--- config.mk ---
export PLATFORM = sky130hd
export DESIGN_NAME = mult_sched_flat
export DESIGN_NICKNAME = d
export VERILOG_FILES = /design/src/rtl/mult_sched_if.sv /design/src/rtl/mult_sched.sv /design/src/flat_wrapper.sv
export SDC_FILE = /design/constraint.sdc
export NUM_CORES = 1
export LEC_CHECK = 0
export BUFFER_PORTS_ARGS = -buffer_cell sky130_fd_sc_hd__buf_2
export CORE_MARGIN = 10
export CORE_UTILIZATION = 30
export CTS_BUF_LIST = sky130_fd_sc_hd__clkbuf_16
export CTS_CLUSTER_DIAMETER = 30
export DETAILED_ROUTE_END_ITERATION = 10
export SLEW_MARGIN = 20
export SYNTH_ARGS = -nofsm -noshare
export SYNTH_HDL_FRONTEND = slang
export SYNTH_SLANG_ARGS = --single-unit
--- constraint.sdc ---
create_clock -name clk -period 1.9 [get_ports clk]
set_input_delay 0.38 -clock clk [delete_from_list [all_inputs] [get_ports clk]]
set_output_delay 0.38 -clock clk [all_outputs]
set_load 0.05 [all_outputs]
--- src/rtl/mult_sched_if.sv ---
// Handshake bundle between two requesters, one result consumer and the shared multiplier.
// master = requester/consumer side, slave = mult_sched.
interface mult_sched_if #(parameter int W = 4);
    logic           req0_valid;
    logic [W-1:0]   req0_a;
    logic [W-1:0]   req0_b;
    logic           req0_ready;
    logic           req1_valid;
    logic [W-1:0]   req1_a;
    logic [W-1:0]   req1_b;
    logic           req1_ready;
    logic           res_valid;
    logic           res_ready;
    logic [2*W-1:0] res_p;
    logic           res_id;
    logic           busy;

    modport master (
        output req0_valid, req0_a, req0_b, req1_valid, req1_a, req1_b, res_ready,
        input  req0_ready, req1_ready, res_valid, res_p, res_id, busy
    );

    modport slave (
        input  req0_valid, req0_a, req0_b, req1_valid, req1_a, req1_b, res_ready,
        output req0_ready, req1_ready, res_valid, res_p, res_id, busy
    );
endinterface

--- src/rtl/mult_sched.sv ---
// Two-requester scheduler around one shift-add multiplier (IDLE/BUSY/DONE).
// Optional macro MULT_SCHED_EARLY_TERM_EN: leave BUSY as soon as the remaining multiplier is zero.
module mult_sched #(
    parameter int W = 4
) (
    input  logic         clk,
    input  logic         rst,
    mult_sched_if.slave  bus
);
    localparam int CW = $clog2(W + 1);

    typedef enum logic [1:0] {IDLE, BUSY, DONE} state_t;

    typedef struct packed {
        logic [W-1:0] a;
        logic [W-1:0] b;
    } opnd_t;

    state_t              state;
    logic [2*W-1:0]      mcand;
    logic [W-1:0]        mplier;
    logic [2*W-1:0]      acc;
    logic [2*W-1:0]      res_p_q;
    logic [CW-1:0]       cnt;
    logic                id_q;
    logic                last_grant;

    logic [1:0]          req_valid;
    logic [1:0][W-1:0]   req_a;
    logic [1:0][W-1:0]   req_b;
    logic                grant_id;
    logic                accept;
    opnd_t               sel;
    logic [2*W-1:0]      acc_nxt;
    logic [W-1:0]        mplier_nxt;
    logic                last_iter;

    assign req_valid = {bus.req1_valid, bus.req0_valid};
    assign req_a     = {bus.req1_a, bus.req0_a};
    assign req_b     = {bus.req1_b, bus.req0_b};

    // On a tie the requester that did not win last time gets the engine.
    assign grant_id = (&req_valid) ? ~last_grant : req_valid[1];
    assign accept   = (state == IDLE) && !rst && (|req_valid);
    assign sel      = '{a: req_a[grant_id], b: req_b[grant_id]};

    assign bus.req0_ready = accept && !grant_id;
    assign bus.req1_ready = accept &&  grant_id;

    assign acc_nxt    = mplier[0] ? acc + mcand : acc;
    assign mplier_nxt = mplier >> 1;

`ifdef MULT_SCHED_EARLY_TERM_EN
    assign last_iter = (cnt == CW'(W - 1)) || (mplier_nxt == '0);
`else
    assign last_iter = (cnt == CW'(W - 1));
`endif

    always_ff @(posedge clk) begin
        if (rst) begin
            state      <= IDLE;
            mcand      <= '0;
            mplier     <= '0;
            acc        <= '0;
            res_p_q    <= '0;
            cnt        <= '0;
            id_q       <= 1'b0;
            last_grant <= 1'b1;
        end else begin
            case (state)
                IDLE: begin
                    if (|req_valid) begin
                        mcand      <= {{W{1'b0}}, sel.a};
                        mplier     <= sel.b;
                        acc        <= '0;
                        cnt        <= '0;
                        id_q       <= grant_id;
                        last_grant <= grant_id;
                        state      <= BUSY;
                    end
                end
                BUSY: begin
                    acc    <= acc_nxt;
                    mcand  <= mcand << 1;
                    mplier <= mplier_nxt;
                    cnt    <= cnt + CW'(1);
                    if (last_iter) begin
                        res_p_q <= acc_nxt;
                        state   <= DONE;
                    end
                end
                DONE: begin
                    if (bus.res_ready)
                        state <= IDLE;
                end
                default: state <= IDLE;
            endcase
        end
    end

    // Status is forced low for the whole reset cycle, not only after the edge.
    assign bus.res_valid = (state == DONE) && !rst;
    assign bus.busy      = (state != IDLE) && !rst;
    assign bus.res_p     = res_p_q;
    assign bus.res_id    = id_q;
endmodule
--- src/flat_wrapper.sv ---
// flat-port wrapper written by rule: the top's interface ports become plain ports
module mult_sched_flat 
#(
    parameter int W = 4
)
  (clk, rst, bus_req0_valid, bus_req0_a, bus_req0_b, bus_req1_valid, bus_req1_a, bus_req1_b, bus_res_ready, bus_req0_ready, bus_req1_ready, bus_res_valid, bus_res_p, bus_res_id, bus_busy);
  mult_sched_if #(.W(W)) bus_i ();
  input  logic clk;
  input  logic rst;
  input wire logic [$bits(bus_i.req0_valid)-1:0] bus_req0_valid;
  input wire logic [$bits(bus_i.req0_a)-1:0] bus_req0_a;
  input wire logic [$bits(bus_i.req0_b)-1:0] bus_req0_b;
  input wire logic [$bits(bus_i.req1_valid)-1:0] bus_req1_valid;
  input wire logic [$bits(bus_i.req1_a)-1:0] bus_req1_a;
  input wire logic [$bits(bus_i.req1_b)-1:0] bus_req1_b;
  input wire logic [$bits(bus_i.res_ready)-1:0] bus_res_ready;
  output wire logic [$bits(bus_i.req0_ready)-1:0] bus_req0_ready;
  output wire logic [$bits(bus_i.req1_ready)-1:0] bus_req1_ready;
  output wire logic [$bits(bus_i.res_valid)-1:0] bus_res_valid;
  output wire logic [$bits(bus_i.res_p)-1:0] bus_res_p;
  output wire logic [$bits(bus_i.res_id)-1:0] bus_res_id;
  output wire logic [$bits(bus_i.busy)-1:0] bus_busy;
  assign bus_i.req0_valid = bus_req0_valid;
  assign bus_i.req0_a = bus_req0_a;
  assign bus_i.req0_b = bus_req0_b;
  assign bus_i.req1_valid = bus_req1_valid;
  assign bus_i.req1_a = bus_req1_a;
  assign bus_i.req1_b = bus_req1_b;
  assign bus_i.res_ready = bus_res_ready;
  assign bus_req0_ready = bus_i.req0_ready;
  assign bus_req1_ready = bus_i.req1_ready;
  assign bus_res_valid = bus_i.res_valid;
  assign bus_res_p = bus_i.res_p;
  assign bus_res_id = bus_i.res_id;
  assign bus_busy = bus_i.busy;
  mult_sched #(.W(W)) u_core (.clk(clk), .rst(rst), .bus(bus_i));
endmodule
* After elaboration in Yosys (flattened, before gate mapping)
Cells that the tools add are included. Widths: inputs -> output; s select.
Operators by class: add/subtract/negate cells 2, multipliers 0, div/mod/pow operators 0, order comparisons 1, equal/unequal tests 6, shift operators 0, muxes and demuxes 18, bitwise operators 1, reduce and logical (&&, ||, !) cells 17
Operator list (count):
- $pmux 8 s2 | 2
- $mux 8 | 3
- $mux 4 | 5
- $add 8x8->8 | 1
- $pmux 4 s2 | 1
- $reduce_and 2->1 | 4
- $logic_and 1x1->1 | 6
- $mux 2 | 3
- $pmux 2 s3 | 1
- $pmux 3 s2 | 1
- $ne 2x2->1 const B | 2
- $reduce_bool 2->1 | 2
- $add 3x1->3 const B | 1
- $eq 3x2->1 const B | 1
- $mux 3 | 1
- $reduce_and 3->1 | 1
- $eq 2x1->1 const B | 1
- $eq 2x2->1 const B | 1
- $logic_not 1->1 | 2
- $logic_not 2->1 | 1
- $lt 1x2->1 const B | 1
- $ne 2x1->1 const B | 1
- $reduce_or 2->1 | 1
- $mux 1 | 1
- $not 1->1 | 1
Word-level totals: register bits 35, bits in latches 0, memory bits (writable) 0, memory bits (read-only) 0, bits of input ports 21, output and inout port bits 13, memories 0

* Logic depth before layout (Yosys ltp)
depth in word-level cells 6, mapped depth 7, mapped depth without buffers 7

* Worst setup path after synthesis
Ideal clock, no wire load.
path kind reg-to-output, from reg u_core.state[1], to out bus_req0_ready, data arrival time 2.016 ns, data required time 1.520 ns, setup slack -0.496 ns, stages on the path, launching flop included 5, buffers on the path 1, path through dfxtp_1 > nor2_1 > o21ai_1 > clkbuf_1 > nor3_1
On the way: longest elaborated chain between the ends 4
RTL lines:
- start, declared | RTL line mult_sched.sv:19 | state_t state;
- start signal, assigned | RTL line mult_sched.sv:61 | state <= IDLE;
- start signal, assigned | RTL line mult_sched.sv:79 | state <= BUSY;
- start signal, assigned | RTL line mult_sched.sv:89 | state <= DONE;
- $logic_not 2->1 | RTL line mult_sched.sv:44 | assign accept = (state == IDLE) && !rst && (|req_valid);
- $logic_and 1x1->1 (2 in series) | RTL line mult_sched.sv:44
- $logic_and 1x1->1 | RTL line mult_sched.sv:47 | assign bus.req0_ready = accept && !grant_id;
- end, declared | RTL line flat_wrapper.sv:17 | output wire logic [$bits(bus_i.req0_ready)-1:0] bus_req0_ready;
No other way between the ends.

* Worst setup path after layout
from reg u_core.mcand[0], to reg u_core.acc[6]
On the way: longest elaborated chain between the ends 3
RTL lines:
- start, declared | RTL line mult_sched.sv:20 | logic [2*W-1:0] mcand;
- start signal, assigned | RTL line mult_sched.sv:73 | mcand <= {{W{1'b0}}, sel.a};
- start signal, assigned | RTL line mult_sched.sv:84 | mcand <= mcand << 1;
- $add 8x8->8 | RTL line mult_sched.sv:50 | assign acc_nxt = mplier[0] ? acc + mcand : acc;
- $mux 8 | RTL line mult_sched.sv:50
- $pmux 8 s2 | RTL line mult_sched.sv:70 | case (state)
- end signal, assigned | RTL line mult_sched.sv:83 | acc <= acc_nxt;
- end, declared | RTL line mult_sched.sv:22 | logic [2*W-1:0] acc;
No other way between the ends. A chain may end at the register's enable or synchronous reset.

==> reports/qor.yml <==
status: "finished clean"
finalCriticalPeriod_ns: 1.88
drive_gt1_share_pct: 34.7
via_per_inst: 5.18
grt_pass1_vias: 1900
critPathMaxFanout: 3
drt-pass1-iter-count: 4
start_util_pct: 30.7
die_x_um: 100
fin_skew_ns: 0.00192
antenna_left: 0
power.total_mw: 2.01
ctsHoldBuffers: 0
design.die.area_mm2: 0.0101
max_freq_mhz: 532
cts.path.max_buffers: 2
async_flop_share_pct: 0
synthTopCellsByCount: "35 x dfxtp_1, 32 x nand2_1, 28 x a21oi_1, 27 x nor2_1, 10 x clkbuf_1"
layout.nets: 328
synth_area_mm2: 0.00194
htreeDepth: 2
clk_latency_ns: 0.28
drt_wl_total_um: 5680
dp_slack_ns: -0.00819
drtIter0Drc: 98
fin_crit_sh_pct: 98.9
rsz0062_at_grt: "yes"
vdd_drop_max_mv: 0.439
p_per_area_mw_per_mm2: 748
syn2layout_area_growth_pct: 38.3
clk_pin_slew_ns: 0.05
synth_area_leaders: "dfxtp_1 36%, a21oi_1 7.2%, nand2_1 6.2%"
grt_max_degree: 20
cts_made_buffers: 5
clock_sinks: 35
drv_cap: 0
synth_nets: 271
synth.distinct_cells: 48
tns_ns: 0
setup_slack_ns: 0.0211
cp.arrival_ns: 2.04
track_usage_pct: 10.7
die_y_um: 100
synth.most_common_cell: "dfxtp_1"
yosysSeqAreaShare_pct: 36.1
dp_hpwl_um: 4140
dr_total_vias: 1937
drc: 0
synth_top_cell_area_share_pct: 36.1
io_pins: 34
end_kind: "flop"
fp-row-count: 29
grt-ovfl-total: 0
hp-class: "input port to flop"
yosys.area.top_type: "dfxtp_1"
avgSynthCellArea_um2: 8.09
p_leak_nw: 1.08
slew_violations: 0
diodes: 0
root_buffer: "clkbuf_16"
ys_ff_latch: 35
tightest_slew_ns: 0.338
placed_cell_area_mm2: 0.00238
grt_pass1_wl_um: 9050
path_class: "flop to flop"
tritoncts: "done"
core_mm2: 0.00631
grt_antenna_before_repair: 0
required_ns: 2.06
synth-edff-count: 0
port_buffers: 33
design_area_mm2: 0.00268
gp_congestion: 0.900
syn_inst: 240
synth_warnings: 0
wl_per_cell_um: 15.2
setup_viol_count_final: 0
startpoint_type: "flop"
hold_viol_final: 0
ys.flop_type: "dfxtp_1"
relSlewSlack_pct: 77.5
path summary, 6_finish.rpt:
| path | endpoint | cells past startpoint | slack, ns | from |
|---|---|---|---|---|
| worst max-delay path | u_core.acc[6]$_SDFFE_PP0P_ | 7 | 0.02 | u_core.mcand[0]$_SDFFE_PP0P_ |
| worst max register to register | u_core.acc[6]$_SDFFE_PP0P_ | 7 | 0.02 | u_core.mcand[0]$_SDFFE_PP0P_ |
| worst min register to register | u_core.bus.res_p[6]$_SDFFE_PP0P_ | 2 | 0.45 | u_core.bus.res_p[6]$_SDFFE_PP0P_ |
| worst min-delay path | u_core.state[1]$_SDFFE_PP0P_ | 4 | 0.44 | bus_res_ready |
timing repair:
item,CTS,global route
resized for setup,5,18
buffers inserted,0,3
pin swaps,2,13
endpoints found under the setup margin,3,5
kinds of logic after synthesis:
| kind of cell | Yosys count | share of synthesized area [%] |
|---|---|---|
| AO/OA/AOI/OAI | 73 | 25.5 |
| XOR/XNOR | 2 | 0.903 |
| adder cells (fa/ha/maj) | 10 | 6.83 |
| buffers and inverters | 17 | 3.74 |
| flip-flops | 35 | 36.1 |
| multiplexers | 5 | 2.58 |
| AND/OR/NAND/NOR | 98 | 24.3 |
stage by stage:
| stage | hold WS, ns | utilization, % | cells |
|---|---|---|---|
| 6_report | 0.442 | 42.5 | 374 |
| 5_1_grt | 0.468 | 42.5 | 374 |
| 4_1_cts | 0.440 | 40.5 | 371 |
| 3_5_place_dp | 0.445 | 37.7 | 364 |
| 3_3_place_gp | 0.442 | 37.7 | 364 |
| 2_1_floorplan | 0.448 | - | 240 |
power breakdown:
part / switching, mW / internal, mW / total, mW
combinational: 0.181 / 0.129 / 0.309
sequential: 0.0276 / 0.762 / 0.790
clock: 0.303 / 0.606 / 0.910
state kept, by name, summed over array words and instances (netlist names):
register,flops
u_core.last_grant,1
u_core.cnt,3
u_core.bus.res_id,1
u_core.mplier,4
u_core.bus.res_p,8
u_core.acc,8
u_core.mcand,8
u_core.state,2
layer usage:
layer  vias to the layer above  track usage, %  routed length [um]
met5                         -               0                   0
met4                         0            2.93                  43
met3                         4            3.64                 304
met2                        44            17.0                2580
met1                       895            13.5                2750
li1                        994               -                   -
worst max-delay path, stage by stage (launching register included):
cell and delay (ns):
dfxtp_2 0.33, ha_4 0.16, fa_2 0.39, a211oi_2 0.24
o21bai_1 0.12, a21oi_1 0.18, nor4_1 0.07, a311o_1 0.26
layout make-up:
class	count	area (um^2)
inverter	2	7.51
clock inverter	2	33.8
fill	645	3630
clock buffer	5	125
tap	77	96.3
multi-input combinational	188	1310
sequential	35	709
timing repair buffer	65	405
cells in the final DEF, fill, tap and decap left out, types with 3 or more instances in the layout:
cell type  synthesis  layout
a211oi_1           5       4
a21oi_1           28      26
a221oi_1           6       6
a31oi_1            4       4
a32oi_1            3       3
buf_2              1      33
buf_4              0      32
clkbuf_16          0       5
dfxtp_1           35      28
dfxtp_2            0       7
ha_4               0       6
inv_1              2       3
mux2i_1            5       5
nand2_1           32      32
nand2b_1           3       3
nand3_1            7       7
nor2_1            27      27
nor2b_1            4       4
nor3_1             5       4
o211ai_1           3       3
o21ai_0            5       5
or2_2              3       3
No activity file was read; power rests on OpenSTA's default activity.
